--- src/rtl/ps2_mouse_packet_if.sv ---
// Bundles the PS/2 byte input stream and the decoded mouse packet outputs.
// The byte source (the PS/2 receiver, or a bench) uses the master modport.
// The packet assembler uses the slave modport.
interface ps2_mouse_packet_if;
  logic       byte_valid;
  logic [7:0] byte_data;
  logic       pkt_valid;
  logic [2:0] buttons;
  logic [8:0] dx;
  logic [8:0] dy;
  logic [9:0] cursor_x;
  logic [8:0] cursor_y;
  logic       sync_err;

  modport master (
    output byte_valid, byte_data,
    input  pkt_valid, buttons, dx, dy, cursor_x, cursor_y, sync_err
  );

  modport slave (
    input  byte_valid, byte_data,
    output pkt_valid, buttons, dx, dy, cursor_x, cursor_y, sync_err
  );
endinterface

--- src/rtl/ps2_mouse_packet.sv ---
// Builds 3-byte PS/2 mouse packets from the received byte stream.
// Decodes the buttons and the signed X/Y motion, and keeps a screen-clamped cursor.
// Alignment is recovered in two ways: a header byte must have bit 3 set, and a
// partial packet is dropped when the gap between its bytes grows too long.
module ps2_mouse_packet #(
  parameter int X_MAX   = 639,
  parameter int Y_MAX   = 479,
  parameter int TIMEOUT = 200000
) (
  input  logic                  Bus2IP_Clk,
  input  logic                  Bus2IP_Resetn,
  ps2_mouse_packet_if.slave     bus
);

  typedef enum logic [1:0] {WAIT_B0, WAIT_B1, WAIT_B2} state_t;

  localparam logic [17:0]        TO_COUNT = 18'(TIMEOUT);
  localparam logic signed [11:0] X_LIM    = 12'(X_MAX);
  localparam logic signed [11:0] Y_LIM    = 12'(Y_MAX);

  state_t state, state_nxt;
  logic [17:0] tmo_count;
  // The header byte is kept without bit 3, because bit 3 is only the alignment marker.
  // Field order is {y_ovf, x_ovf, y_sign, x_sign, buttons[2:0]}.
  logic [6:0] hdr_q;
  logic [7:0] b1_q;

  logic              timeout_hit;
  logic              pkt_fire;
  logic              sync_fire;
  logic [8:0]        dx_new;
  logic [8:0]        dy_new;
  logic signed [11:0] sum_x;
  logic signed [11:0] sum_y;
  logic [9:0]        cx_new;
  logic [8:0]        cy_new;

  // A byte arriving on the expiry cycle takes priority, so expiry needs an idle cycle.
  assign timeout_hit = (state != WAIT_B0) && !bus.byte_valid && (tmo_count == TO_COUNT);

  // State register
  always_ff @(posedge Bus2IP_Clk or negedge Bus2IP_Resetn) begin
    if (!Bus2IP_Resetn) state <= WAIT_B0;
    else                state <= state_nxt;
  end

  // Next-state logic: walk through the three bytes, falling back to WAIT_B0 on expiry
  always_comb begin
    state_nxt = state;
    case (state)
      WAIT_B0: if (bus.byte_valid && bus.byte_data[3]) state_nxt = WAIT_B1;
      WAIT_B1: begin
        if (bus.byte_valid)   state_nxt = WAIT_B2;
        else if (timeout_hit) state_nxt = WAIT_B0;
      end
      WAIT_B2: begin
        if (bus.byte_valid)   state_nxt = WAIT_B0;
        else if (timeout_hit) state_nxt = WAIT_B0;
      end
      default: state_nxt = WAIT_B0;
    endcase
  end

  // Output logic: decode the packet as the third byte arrives, and compute the clamped cursor
  always_comb begin
    pkt_fire  = (state == WAIT_B2) && bus.byte_valid;
    sync_fire = ((state == WAIT_B0) && bus.byte_valid && !bus.byte_data[3]) || timeout_hit;
    dx_new    = hdr_q[5] ? 9'd0 : {hdr_q[3], b1_q};
    dy_new    = hdr_q[6] ? 9'd0 : {hdr_q[4], bus.byte_data};
    sum_x     = $signed({2'b00, bus.cursor_x}) + $signed({{3{dx_new[8]}}, dx_new});
    sum_y     = $signed({3'b000, bus.cursor_y}) - $signed({{3{dy_new[8]}}, dy_new});
    if (sum_x < 12'sd0)     cx_new = 10'd0;
    else if (sum_x > X_LIM) cx_new = 10'(X_MAX);
    else                    cx_new = sum_x[9:0];
    if (sum_y < 12'sd0)     cy_new = 9'd0;
    else if (sum_y > Y_LIM) cy_new = 9'(Y_MAX);
    else                    cy_new = sum_y[8:0];
  end

  // Inter-byte gap counter: runs only mid-packet and restarts on every accepted byte
  always_ff @(posedge Bus2IP_Clk or negedge Bus2IP_Resetn) begin
    if (!Bus2IP_Resetn)                                          tmo_count <= '0;
    else if (state == WAIT_B0 || bus.byte_valid || timeout_hit) tmo_count <= '0;
    else                                                         tmo_count <= tmo_count + 18'd1;
  end

  // Hold the first two bytes until the third one completes the packet
  always_ff @(posedge Bus2IP_Clk or negedge Bus2IP_Resetn) begin
    if (!Bus2IP_Resetn) begin
      hdr_q <= '0;
      b1_q  <= '0;
    end else begin
      if (state == WAIT_B0 && bus.byte_valid && bus.byte_data[3])
        hdr_q <= {bus.byte_data[7:4], bus.byte_data[2:0]};
      if (state == WAIT_B1 && bus.byte_valid)
        b1_q <= bus.byte_data;
    end
  end

  // Registered outputs: the pulses come every cycle, and the packet data only moves on pkt_fire
  always_ff @(posedge Bus2IP_Clk or negedge Bus2IP_Resetn) begin
    if (!Bus2IP_Resetn) begin
      bus.pkt_valid <= 1'b0;
      bus.sync_err  <= 1'b0;
      bus.buttons   <= '0;
      bus.dx        <= '0;
      bus.dy        <= '0;
      bus.cursor_x  <= 10'(X_MAX / 2);
      bus.cursor_y  <= 9'(Y_MAX / 2);
    end else begin
      bus.pkt_valid <= pkt_fire;
      bus.sync_err  <= sync_fire;
      if (pkt_fire) begin
        bus.buttons  <= hdr_q[2:0];
        bus.dx       <= dx_new;
        bus.dy       <= dy_new;
        bus.cursor_x <= cx_new;
        bus.cursor_y <= cy_new;
      end
    end
  end

endmodule

--- src/flat_wrapper.sv ---
// flat-port wrapper written by rule: the top's interface ports become plain ports
module ps2_mouse_packet_flat 
#(
  parameter int X_MAX   = 639,
  parameter int Y_MAX   = 479,
  parameter int TIMEOUT = 200000
)
  (Bus2IP_Clk, Bus2IP_Resetn, bus_byte_valid, bus_byte_data, bus_pkt_valid, bus_buttons, bus_dx, bus_dy, bus_cursor_x, bus_cursor_y, bus_sync_err);
  ps2_mouse_packet_if bus_i ();
  input  logic Bus2IP_Clk;
  input  logic Bus2IP_Resetn;
  input wire logic [$bits(bus_i.byte_valid)-1:0] bus_byte_valid;
  input wire logic [$bits(bus_i.byte_data)-1:0] bus_byte_data;
  output wire logic [$bits(bus_i.pkt_valid)-1:0] bus_pkt_valid;
  output wire logic [$bits(bus_i.buttons)-1:0] bus_buttons;
  output wire logic [$bits(bus_i.dx)-1:0] bus_dx;
  output wire logic [$bits(bus_i.dy)-1:0] bus_dy;
  output wire logic [$bits(bus_i.cursor_x)-1:0] bus_cursor_x;
  output wire logic [$bits(bus_i.cursor_y)-1:0] bus_cursor_y;
  output wire logic [$bits(bus_i.sync_err)-1:0] bus_sync_err;
  assign bus_i.byte_valid = bus_byte_valid;
  assign bus_i.byte_data = bus_byte_data;
  assign bus_pkt_valid = bus_i.pkt_valid;
  assign bus_buttons = bus_i.buttons;
  assign bus_dx = bus_i.dx;
  assign bus_dy = bus_i.dy;
  assign bus_cursor_x = bus_i.cursor_x;
  assign bus_cursor_y = bus_i.cursor_y;
  assign bus_sync_err = bus_i.sync_err;
  ps2_mouse_packet #(.X_MAX(X_MAX), .Y_MAX(Y_MAX), .TIMEOUT(TIMEOUT)) u_core (.Bus2IP_Clk(Bus2IP_Clk), .Bus2IP_Resetn(Bus2IP_Resetn), .bus(bus_i));
endmodule
--- config.mk ---
export PLATFORM = sky130hd
export DESIGN_NAME = ps2_mouse_packet_flat
export DESIGN_NICKNAME = d
export VERILOG_FILES = /design/src/rtl/ps2_mouse_packet_if.sv /design/src/rtl/ps2_mouse_packet.sv /design/src/flat_wrapper.sv
export SDC_FILE = /design/constraint.sdc
export NUM_CORES = 1
export LEC_CHECK = 0
export ABC_CLOCK_PERIOD_IN_PS = 5450
export CAP_MARGIN = 20
export CELL_PAD_IN_SITES_DETAIL_PLACEMENT = 1
export CELL_PAD_IN_SITES_GLOBAL_PLACEMENT = 1
export CORE_MARGIN = 3
export CORE_UTILIZATION = 53
export DETAILED_ROUTE_END_ITERATION = 10
export DONT_BUFFER_PORTS = 1
export PLACE_DENSITY_LB_ADDON = 0.1
export SYNTH_ARGS = -nofsm -noshare
export SYNTH_HDL_FRONTEND = slang
export SYNTH_SLANG_ARGS = --single-unit
--- constraint.sdc ---
create_clock -name Bus2IP_Clk -period 5.45 [get_ports Bus2IP_Clk]
set_clock_uncertainty 0.05 [all_clocks]
set_input_delay 0.545 -clock Bus2IP_Clk [delete_from_list [all_inputs] [get_ports Bus2IP_Clk]]
set_output_delay 0.545 -clock Bus2IP_Clk [all_outputs]
set_load 0.01 [all_outputs]
Word level (Yosys, flattened, before mapping):

Cells that the tools add are included.

* multiplexer cells: 12
* add/subtract/negate cells: 3
* equal/unequal tests: 4
* order comparisons: 4
* reductions and logical operators: 15

Operators by type and width (number)
* $mux 9: 4
* $lt 12x1->1 const B: 2
* $mux 10: 2
* $add 18x1->18 const B: 1
* $eq 18x18->1 const B: 1
* $mux 18: 1
* $add 11x9->12: 1
* $gt 12x10->1 const B: 1
* $gt 12x11->1 const B: 1
* $sub 10x9->11: 1
* $logic_and 1x1->1: 8
* $mux 2: 4
* $pmux 2 s3: 1
* $logic_or 1x1->1: 3
* $eq 2x1->1 const B: 1
* $eq 2x2->1 const B: 1
* $logic_not 1->1: 2
* $logic_not 2->1: 1
* $ne 2x1->1 const B: 1
* $reduce_bool 2->1: 1

* output and inout port bits: 42
* logic and storage cells: 49
* register bits after elaboration: 77

Logic depth before layout (Yosys ltp):

Gate-level depths: netlist of the first run.

* word-level depth: 6
* mapped depth: 10

Least setup slack after synthesis of the first run:

No wires, ideal clock.

* path kind: input -> register
* start: input port bus_byte_data[0]
* end: register u_core.bus.cursor_y[0]
* cell stages on the path: 10
* setup slack: 2.746 ns
* required time: 5.310 ns
* arrival time: 2.565 ns
* cells stage by stage: nor2b_1 -> ha_1 -> inv_1 -> fa_1 -> a21o_1 -> a221oi_2 -> xnor2_1 -> a21boi_1 -> a311oi_4 -> a311oi_2

* word-level cells in the longest chain between the ends: 5
* elaborated cells on any way between the ends: 6
* those cells by class: 1 x add/sub; 2 x order compare; 3 x mux

RTL lines
* start: declaration: RTL line flat_wrapper.sv:13 `input wire logic [$bits(bus_i.byte_data)-1:0] bus_byte_data;`
* $mux 9 (*): RTL line ps2_mouse_packet.sv:69 `dy_new = hdr_q[6] ? 9'd0 : {hdr_q[4], bus.byte_data};`
* $sub 10x9->11 (*): RTL line ps2_mouse_packet.sv:71 `sum_y = $signed({3'b000, bus.cursor_y}) - $signed({{3{dy_new[8]}}, dy_new});`
* $gt 12x10->1: RTL line ps2_mouse_packet.sv:76 `else if (sum_y > Y_LIM) cy_new = 9'(Y_MAX);`
* $mux 9: RTL line ps2_mouse_packet.sv:76
* $mux 9 (*): RTL line ps2_mouse_packet.sv:75 `if (sum_y < 12'sd0) cy_new = 9'd0;`
* end signal: assignment: RTL line ps2_mouse_packet.sv:109 `bus.cursor_y <= 9'(Y_MAX / 2);`
* end signal: assignment: RTL line ps2_mouse_packet.sv:118 `bus.cursor_y <= cy_new;`
* end: declaration: RTL line ps2_mouse_packet_if.sv:22 `output pkt_valid, buttons, dx, dy, cursor_x, cursor_y, sync_err`

Mark *: on every way between the ends. The rest lies on a longest branch, timed or not.
A chain may end at the register's enable or synchronous reset.

Final worst setup path of the first run:

* start: register u_core.hdr_q[5]
* end: register u_core.bus.cursor_x[6]

* word-level cells in the longest chain between the ends: 5
* elaborated cells on any way between the ends: 6
* those cells by class: 1 x add/sub; 2 x order compare; 3 x mux

RTL lines
* start: declaration: RTL line ps2_mouse_packet.sv:25 `logic [6:0] hdr_q;`
* start signal: assignment: RTL line ps2_mouse_packet.sv:94 `hdr_q <= {bus.byte_data[7:4], bus.byte_data[2:0]};`
* $mux 9 (*): RTL line ps2_mouse_packet.sv:68 `dx_new = hdr_q[5] ? 9'd0 : {hdr_q[3], b1_q};`
* via u_core.dx_new[0]: RTL line ps2_mouse_packet.sv:31 `logic [8:0] dx_new;`
* $add 11x9->12 (*): RTL line ps2_mouse_packet.sv:70 `sum_x = $signed({2'b00, bus.cursor_x}) + $signed({{3{dx_new[8]}}, dx_new});`
* $gt 12x11->1: RTL line ps2_mouse_packet.sv:73 `else if (sum_x > X_LIM) cx_new = 10'(X_MAX);`
* $mux 10: RTL line ps2_mouse_packet.sv:73
* $mux 10 (*): RTL line ps2_mouse_packet.sv:72 `if (sum_x < 12'sd0) cx_new = 10'd0;`
* end signal: assignment: RTL line ps2_mouse_packet.sv:108 `bus.cursor_x <= 10'(X_MAX / 2);`
* end signal: assignment: RTL line ps2_mouse_packet.sv:117 `bus.cursor_x <= cx_new;`
* end: declaration: RTL line ps2_mouse_packet_if.sv:22

The timed path passes the listed nets; every way through them passes the cells marked *.

==> run metrics, run 1 <==
Area growth, synth to finish 7.10%; final non-filler cell total 546; final period utilization 0.547; number of diodes 0; status complete, but fails checks; Worst-Skew Late Latency around 0.36 ns; CTS H-Tree Depth 3; Horiz. Die Dim a little under 100 um; vias in the first global route 3478; Synth Flop Type dfrtp_1; pin count of the biggest net entering global routing 78; Post-Synth Adder-Cell Area 0.0756; critical path class register to register; Compound-Gate Fraction of Synth Area 0.148; core area 7850 um2; CP endpoint u_core.bus.cursor_x[6]; layout cell share with drive strength beyond 1 0.146; fin crit period 2.98 ns; Initial Util 0.553; wire length per cell 19.4 um; Gate Count Post-Synth 436; final-layout fill cell count between 800 and 900; Leak Pwr around 2.1 nW; crit path DAT 3.15 ns; setup TNS 0 ns; setup ws final 2.47 ns; sequential fraction of the synthesis area 0.448; dpl cell area ~4400 um2; Post-Place Cells 529; syn_nets 472; Mean Syn Cell Area 9.95 um2; FF-to-FF path depth 10; post-synthesis simple-gate area fraction 0.202; Post-synth EDFFs 0; mux cell area share after synthesis 0.0389; xor and xnor area share after synthesis 0.0626; setup bufs post-CTS 0; Critical Path Source u_core.hdr_q[5]; Tightest Pin Transition 1.05 ns; Layout Nets 475; pwr/cell area 677 nW/um2; Synth async-reset ratio 1.00; Reg2Reg Launch Point u_core.hdr_q[5]; worst hold path type primary input to asynchronous set/reset pin; total CTS buffers 9; max-slew violations 0; grt total ovfl 0; number of top-level pins 53; Yosys top cell area share 0.364; design area 4640 um2; Hold Slack -0.000538 ns; YS warnings 0; worst rel slew slack 0.297; Die Y 96.5 um; DP Worst Slack between 2 and 2.5 ns; CTS tree built; Final Hold Viols 1; FP Rows 32; post-synthesis cell type count 65; WP data required 5.62 ns; RR Endpoint u_core.bus.cursor_x[6]; GRT Total Usage 0.243; failing checks hold timing; Final setup viols 0; vias around 3300; element type at the critical path start register; DR pass1 iterations 4; Clock Tree Root clkbuf_8; GPL Wtd Cong around 0.87; Fmax 335 MHz; Die Area 9300 um2; total wire length 10.6 mm; Clock Path Buffers 2; synthesized flop and latch total 77; Antenna Nets Post-Route 0; Port Buffers 0; post-synth top area cell dfrtp_1; drt via density 6.02; R2R setup slack between 2 and 2.5 ns; ranking of synthesized cells by area dfrtp_1 (36%), dfstp_2 (8.5%), ha_1 (6.6%); maximum vdd drop between 0.3 and 0.4 mV; CP endpoint kind register; antenna violations before repair 0; crit-path max FO 10; Residual DRC 0; RSZ-0062 raised after global routing no; max-cap violations 0; First DRT Iteration DRCs roughly 140; Post-Syn Area 4340 um2; clk sink count 77; HPWL reported at the end of detailed placement roughly 7.6 mm; first-pass GRT wire length between 15 and 20 mm; clk slew on worst S/H paths 0.09 ns; main combinational cell family by area after synthesis simple AND/OR/NAND/NOR gates
## how the worst min path moves through the flow
stage                  start                      to  depth (start not counted)
5_1_grt        Bus2IP_Resetn        u_core.bus.dx[5]                          1
3_3_place_gp   Bus2IP_Resetn  u_core.bus.cursor_x[7]                          0
3_5_place_dp   Bus2IP_Resetn        u_core.bus.dx[1]                          0
6_report       Bus2IP_Resetn        u_core.bus.dx[8]                          1
2_1_floorplan  Bus2IP_Resetn          u_core.b1_q[0]                          0
4_1_cts        Bus2IP_Resetn        u_core.bus.dx[7]                          1
## power breakdown
part / total [mW] / internal, mW / switching (mW)
Sequential: 1.07 / 0.815 / 0.252
Clock: 0.426 / 0.177 / 0.249
Combinational: 1.65 / 0.689 / 0.963
Total: 3.15 / 1.68 / 1.46
## registers in the layout, summed over array words and instances, names as in the netlist
name and count:
u_core.b1_q 8, u_core.bus.dy 9, u_core.bus.pkt_valid 1, u_core.bus.dx 9, u_core.bus.buttons 3, u_core.bus.cursor_y 9
u_core.state 2, u_core.tmo_count 18, u_core.hdr_q 7, u_core.bus.sync_err 1, u_core.bus.cursor_x 10
## critical path, cell delays in order, from the launching register on
cell and delay, ns:
dfrtp_1 0.48, nor2b_1 0.21, ha_1 0.21, inv_1 0.06, fa_1 0.40, nand2b_1 0.18, a21oi_1 0.26, o21ai_0 0.14
a211o_1 0.35, nor2_1 0.34, a311oi_1 0.16
## cells in the final DEF (no fill, tap or decap), drive strengths merged, types with 2 or more instances in the layout
| master | count |
|---|---|
| dfrtp | 63 |
| nand2 | 59 |
| nor2 | 47 |
| ha | 23 |
| o21ai | 22 |
| inv | 22 |
| nand2b | 17 |
| xnor2 | 16 |
| xor2 | 15 |
| mux2 | 15 |
| dfstp | 14 |
| a21oi | 13 |
| nor2b | 10 |
| clkbuf | 9 |
| and3 | 9 |
| a311oi | 9 |
| nand4 | 6 |
| a21o | 6 |
| nor3 | 6 |
| a211oi | 6 |
| and2 | 5 |
| nand3 | 4 |
| or2 | 4 |
| o211ai | 4 |
| a311o | 3 |
| o22ai | 3 |
| nor4bb | 2 |
| or3 | 2 |
| a32o | 2 |
| o21a | 2 |
| fa | 2 |
| clkinvlp | 2 |
| nor4b | 2 |
| nor4 | 2 |
| o21bai | 2 |
| a221oi | 2 |
| a21boi | 2 |
| buf | 2 |
## routing by layer
metal / track usage / wire, um / share of wire / vias to the layer above
met5: 0 / 0 / 0 / -
met4: 0.0829 / 188 / 0.018 / 0
met3: 0.0612 / 455 / 0.043 / 21
met2: 0.449 / 5560 / 0.53 / 75
met1: 0.269 / 4380 / 0.41 / 1662
li1: - / - / - / 1528
## through the flow
stage / total power, mW / util
5_1_grt: 3.39 / 0.592
4_1_cts: 3.15 / 0.592
6_report: 3.15 / 0.592
3_5_place_dp: 2.70 / 0.564
2_1_floorplan: 2.32 / -
3_3_place_gp: 2.62 / 0.564
## cells by family (layout without fill, tap and decap cells)
family	count (synthesis)	after routing
compound gates	83	83
xor+xnor	31	31
mux	15	15
simple gates	178	178
flops	77	77
buf+inv	27	35
fa+ha+maj	25	25
## cells in the mapped netlist, drive strengths merged (3+ instances only)
library cell / instances
dfrtp: 63
nand2: 59
nor2: 47
ha: 23
o21ai: 22
inv: 17
nand2b: 17
xnor2: 16
mux2: 15
xor2: 15
dfstp: 14
a21oi: 13
nor2b: 10
a311oi: 9
and3: 9
a211oi: 6
a21o: 6
nand4: 6
nor3: 6
and2: 5
buf: 5
clkbuf: 5
nand3: 4
o211ai: 4
or2: 4
a311o: 3
o22ai: 3
## cell type report
class,count,area (um2),area share
flip-flops and latches,77,1940,0.419
multi-input cells,332,2290,0.492
clock buffers,9,124,0.0267
clock inverters,7,63.8,0.0137
repair buffers,2,35.0,0.00754
well taps,102,128,0.0275
inverters,17,63.8,0.0137
## what timing repair did
item | in CTS | in global routing
hold endpoints to repair | 77 | 0
hold buffers | 1 | 0
resized for setup | 0 | 0
(Power assumes the default switching activity.)
==> inputs of run 2 (changes only) <==
Settings changed: ABC_CLOCK_PERIOD_IN_PS 5450 to 3000, CORE_UTILIZATION 53 to 50.
Clock period 5.45 ns to 3 ns, I/O delays scaled along.
==> run metrics, run 2 (synthesized netlist as in run 1, its figures left out) <==
wire length per cell 19.6 um (+0.89%); Clock Path Buffers 2 (unchanged); Final Hold Viols 0 (-1); Reg2Reg Launch Point u_core.hdr_q[5]; Internal Power 3.31 mW (+97%); RSZ-0062 raised after global routing yes; met3 wire len 402 um (-12%); grt total ovfl 0 (unchanged); R2R setup slack 0.09 ns (-2.38 ns); clk slew on worst S/H paths 0.09 ns (about the same); maximum vdd drop 0.638 mV (+69%); Final setup viols 0 (unchanged); element type at the critical path start register; clk sink count 77 (unchanged); HPWL reported at the end of detailed placement 7.82 mm (+2.5%); Hold Crit Start bus_byte_valid; worst path cell trace buf_4 > nor2b_1 > ha_1 > and3_1 > a221oi_4 > o211ai_2 > a21oi_2 > o22ai_2 > a311oi_2; Tightest Pin Transition 0.786 ns (-0.265 ns); design area 4790 um2 (+3.2%); max-slew violations 0 (unchanged); CTS H-Tree Depth 3 (unchanged); Combinational Power Share 0.524 (about the same); DR pass1 iterations 5 (+1); First DRT Iteration DRCs 65 (-52%); slowest stage delay, CP 0.46 ns (-0.02 ns); dpl cell area 4440 um2 (+0.25%); Layout Nets 480 (+1.1%); drt via density 5.76 (-4.2%); Met1 Routed Length 4.66 mm (+6.5%); CP endpoint kind register; core area 8300 um2 (+5.8%); Port Buffers 0 (unchanged); Fmax 344 MHz (+2.6%); critical path class register to register; crit path DAT 3.11 ns (-0.04 ns); RR Endpoint u_core.bus.cursor_x[1]; number of diodes 0 (unchanged); setup ws final 0.0924 ns (-2.38 ns); CTS tree built; Clock Tree Root clkbuf_8; CP max stage cell dfrtp_2; Die Y 99.1 um (+2.8%); Antenna Nets Post-Route 0 (unchanged); Critical Path Source u_core.hdr_q[5]; commonest non-fill, non-tap cell in the layout dfrtp_1; DP Worst Slack 0.0240 ns (-2.44 ns); Worst-Skew Late Latency 0.36 ns (about the same); antenna violations before repair 0 (unchanged); max-cap violations 0 (unchanged); GRT Total Usage 0.226 (-0.0171); status finished, final reports clean; Horiz. Die Dim 99.1 um (+2.8%); sequential share of power 0.323 (-0.016); layout cell share with drive strength beyond 1 0.180 (+0.0340); WHS Path Cells 1; vias 3193 (-2.8%); FP Rows 33 (+3.1%); max reg flops 18 (unchanged); crit-path max FO 8 (-2); Area growth, synth to finish 10.5%; Top Layer Used met4; Leak Pwr 2.11 nW (+2.9%); commonest cells after routing, fill and taps aside dfrtp_1 (62), nand2_1 (59), nor2_1 (46), ha_1 (23), o21ai_0 (19); FF-to-FF path depth 9 (-1); final period utilization 0.969 (+0.422); sw frac 0.451 (-0.0150); Residual DRC 0 (unchanged); Clock power frac 0.154 (+0.019); Biggest register u_core.tmo_count; total CTS buffers 9 (unchanged); Initial Util 0.523 (-0.0301); WP data required 3.21 ns (-2.41 ns); vias in the first global route 3457 (-0.60%); routed wl met2 5.62 mm (+0.92%); pin count of the biggest net entering global routing 78 (unchanged); Die Area 9830 um2 (+5.6%); first-pass GRT wire length 17.7 mm (+2.9%); GPL Wtd Cong 0.866 (about the same); pwr/cell area 1260 nW/um2 (+86%); number of top-level pins 53 (unchanged); worst rel slew slack 0.476 (+0.178); hold path endpoint u_core.bus.sync_err; total wire length 10.8 mm (+2.4%); Sw Pwr 2.71 mW (+85%); Top Registers u_core.tmo_count: 18 flops, u_core.bus.cursor_x: 10 flops; worst hold path type primary input to register; fin crit period 2.91 ns (-0.0744 ns)
==> run 2: worst max-delay path by stage <==
stage,to,depth (start not counted)
after floorplan,u_core.bus.cursor_y[0],10
after global placement,u_core.bus.cursor_x[9],10
after detailed placement,u_core.bus.cursor_x[1],10
after CTS,u_core.bus.cursor_x[1],10
after global routing,u_core.bus.cursor_x[3],11
final,u_core.bus.cursor_x[1],9
==> run 2: worst max-delay path: cells and delay by family, from the launching register on <==
kind / cells / cell delay (ns)
DFF: 1 / 0.46
AOI/OAI and AO/OA: 5 / 1.39
and+or+nand+nor: 2 / 0.41
adders and majority gates: 1 / 0.35
buffers and inverters: 1 / 0.16
==> run 2: cell type report <==
cell class | instances | area [um2]
fill | 915 | 3510
multi-input combinational | 332 | 2340
sequential | 77 | 1950
clock buffer | 10 | 138
tap | 105 | 131
clock inverter | 6 | 95.1
timing repair buffer | 7 | 75.1
inverter | 17 | 63.8
==> run 2: metal layers <==
metal / global-route usage / up-vias
li1: - / 1538
met1: 0.272 / 1587
met2: 0.400 / 54
met3: 0.0484 / 14
met4: 0.0767 / 0
met5: 0 / -
==> run 2: power groups by stage <==
stage	sequential [mW]	combinational, mW	clock, mW
5_1_grt	2.00	3.49	0.985
3_5_place_dp	1.97	2.96	0
3_3_place_gp	1.95	2.82	0
6_report	1.94	3.16	0.926
2_1_floorplan	1.84	2.37	0
4_1_cts	1.95	3.01	0.937
==> run 2: what timing repair did <==
action,4_1_cts,5_1_grt
buffers inserted,0,3
hold endpoints to repair,77,0
setup endpoints to repair,0,12
resized for setup,0,13
hold buffers,2,0
==> run 2: stage by stage <==
stage	hold slack (ns)	std cells	total power, mW	TNS, ns	util
2_1_floorplan	-0.0456	436	4.21	0	-
3_3_place_gp	-0.0440	533	4.77	0	0.535
3_5_place_dp	-0.0443	533	4.93	0	0.535
4_1_cts	0.0109	551	5.89	0	0.568
5_1_grt	0.00540	554	6.48	-0.291	0.577
6_report	0.0271	554	6.03	0	0.577
==> inputs of run 3 (changes only) <==
Settings changed: ABC_AREA set to 1, CORE_UTILIZATION 50 to 47.
==> run metrics, run 3 <==
status finished, final reports clean; Clock Path Buffers 2 (unchanged); commonest cells after routing, fill and taps aside nand2_1 (206), inv_1 (75), dfrtp_1 (63), nor2_1 (47), nand3_1 (36); Yosys top cell area share 0.343 (-0.0210); total power 5.25 mW (-13%); sw frac 0.479 (+0.0284); Combinational Power Share 0.485 (-0.039); Residual DRC 0 (unchanged); Synth Flop Type dfrtp_1; pin count of the biggest net entering global routing 78 (unchanged); Final setup viols 0 (unchanged); CTS tree built; sequential fraction of the synthesis area 0.423 (-0.0258); Hold Crit Start bus_byte_valid; Fmax 369 MHz (+7.3%); Top Registers u_core.tmo_count: 18 flops, u_core.bus.cursor_x: 10 flops; total wire length 12.6 mm (+16%); RSZ-0062 raised after global routing no; hold path endpoint u_core.state[1]; Clock power frac 0.159 (+0.005); Leak Pwr 2.58 nW (+22%); top post-synthesis cells by count nand2_1 (207), inv_1 (75), dfrtp_1 (63); maximum vdd drop 0.455 mV (-29%); WHS Path Cells 2 (+1); total CTS buffers 9 (unchanged); Die Area 11000 um2 (+12%); max-cap violations 0 (unchanged); Final Hold Viols 0 (unchanged); DR pass1 iterations 4 (-1); FF-to-FF path depth 15 (+6); final period utilization 0.903 (-0.0662); busiest grt layer met2; Worst-Skew Late Latency 0.35 ns (about the same); post-synthesis cell type count 38 (-42%); commonest non-fill, non-tap cell in the layout nand2_1; setup TNS 0 ns (unchanged); antenna violations before repair 0 (unchanged); vias in the first global route 4119 (+19%); fin crit period 2.71 ns (-0.199 ns); Sw Pwr 2.52 mW (-7.3%); GPL Wtd Cong 0.839 (-3.1%); final-layout fill cell count 1223 (+34%); Horiz. Die Dim 105 um (+5.9%); CTS H-Tree Depth 3 (unchanged); Clock Tree Root clkbuf_8; Internal Power 2.74 mW (-17%); first-pass GRT wire length 20.8 mm (+18%); HPWL reported at the end of detailed placement 9.57 mm (+22%); Mean Syn Cell Area 7.62 um2 (-23%); met1 Use GR 0.292 (+0.0202); Area growth, synth to finish 8.35%; Layout Nets 645 (+34%); CP endpoint kind register; crit path DAT 2.90 ns (-0.21 ns); core area 9370 um2 (+13%); Antenna Nets Post-Route 0 (unchanged); post-synth top area cell dfrtp_1; layout cell share with drive strength beyond 1 0.0977 (-0.0827); max-slew violations 0 (unchanged); synthesized flop and latch total 77 (unchanged); Post-Syn Area 4600 um2 (+6.1%); drt via density 5.31 (-7.9%); design area 4990 um2 (+4.1%); sequential share of power 0.356 (+0.033); Tightest Pin Transition 0.575 ns (-0.211 ns); RR Endpoint u_core.bus.cursor_x[6]; R2R setup slack 0.29 ns (+0.20 ns); clk sink count 77 (unchanged); number of diodes 0 (unchanged); syn_nets 640 (+36%); vias 3944 (+24%); Post-synth EDFFs 0 (unchanged); max reg flops 18 (unchanged); dpl cell area 4730 um2 (+6.6%); GRT met2 Usage 0.409 (+0.00895); First DRT Iteration DRCs 125 (+92%); element type at the critical path start register; WP data required 3.20 ns (about the same); Gate Count Post-Synth 604 (+39%); Die Y 105 um (+5.9%); clk slew on worst S/H paths 0.09 ns (about the same); ranking of synthesized cells by area dfrtp_1 (34%), nand2_1 (17%), dfstp_2 (8.0%); GRT Total Usage 0.236 (+0.0103); crit-path max FO 9 (+1); routing usage on met3 0.0531 (+0.00473); number of top-level pins 53 (unchanged); wire length per cell 16.9 um (-14%); critical path class register to register; YS warnings 0 (unchanged); Reg2Reg Launch Point u_core.hdr_q[5]; most common cell in the netlist nand2_1; worst hold path type primary input to register; Port Buffers 0 (unchanged); pwr/cell area 1050 nW/um2 (-16%); FP Rows 35 (+6.1%); Synth async-reset ratio 1.00 (unchanged); Biggest register u_core.tmo_count; Critical Path Source u_core.hdr_q[5]; Initial Util 0.491 (-0.0315); worst rel slew slack 0.616 (+0.140); grt total ovfl 0 (unchanged)
run 3: logic make-up (layout without fill, tap and decap cells):
| kind of cell | after synthesis | after routing | share of synthesized area |
|---|---|---|---|
| DFF | 77 | 77 | 0.423 |
| adders and majority gates | 25 | 25 | 0.0712 |
| xor gates and xnor gates | 12 | 12 | 0.0228 |
| buffers and inverters | 86 | 96 | 0.0712 |
| AOI/OAI and AO/OA | 65 | 65 | 0.0786 |
| and+or+nand+nor | 339 | 339 | 0.334 |
run 3: area by class of cell:
type / count / area, um2 / share of cell area
Timing Repair Buffer: 5 / 62.6 / 0.0125
Multi-Input combinational cell: 441 / 2330 / 0.468
Clock inverter: 4 / 56.3 / 0.0113
Clock buffer: 12 / 145 / 0.0291
Sequential cell: 77 / 1940 / 0.390
Tap cell: 129 / 161 / 0.0324
Inverter: 75 / 282 / 0.0565
run 3: worst max-delay path by stage:
stage / to / depth (start not counted)
finish: u_core.bus.cursor_x[6] / 15
global route: u_core.bus.cursor_x[7] / 14
CTS: u_core.bus.cursor_x[6] / 15
detailed placement: u_core.bus.cursor_x[6] / 15
global placement: u_core.bus.cursor_x[7] / 13
floorplan: u_core.bus.cursor_x[6] / 16
run 3: power groups by stage:
stage | clock (mW) | combinational (mW) | sequential, mW
floorplan | 0 | 1.94 | 1.77
global placement | 0 | 2.38 | 1.89
detailed placement | 0 | 2.49 | 1.90
CTS | 0.850 | 2.55 | 1.88
global route | 0.891 | 2.93 | 1.92
finish | 0.835 | 2.55 | 1.87
run 3: worst max-delay path: stages (launching register included):
cell	delay (ns)
dfrtp_1	0.48
nor2_2	0.21
ha_1	0.26
inv_1	0.08
fa_1	0.45
nand3b_1	0.19
nand2_1	0.11
nand3_1	0.12
nand2_1	0.09
nand2_1	0.06
nand2_1	0.06
nand2_1	0.07
nand3b_2	0.16
nand3_1	0.09
nand2_1	0.07
nand2_1	0.05
run 3: per-layer routing:
layer,vias up,part of all wire
li1,1934,-
met1,1926,0.45
met2,63,0.49
met3,21,0.037
met4,0,0.023
met5,-,0
run 3: repair_timing:
action / in CTS / in global routing
setup buffers: 0 / 0
hold endpoints to repair: 78 / 0
endpoints found under the setup margin: 0 / 1
gates resized for setup: 0 / 1
hold buffers: 3 / 0
run 3: stage by stage:
step,hold slack [ns],cells,utilization,setup slack [ns]
2_1_floorplan,-0.0456,604,-,0.707
3_3_place_gp,-0.0440,724,0.505,0.297
6_report,0.0544,743,0.532,0.291
3_5_place_dp,-0.0436,724,0.505,0.224
5_1_grt,0.0543,743,0.532,0.0484
4_1_cts,0.0424,743,0.532,0.200
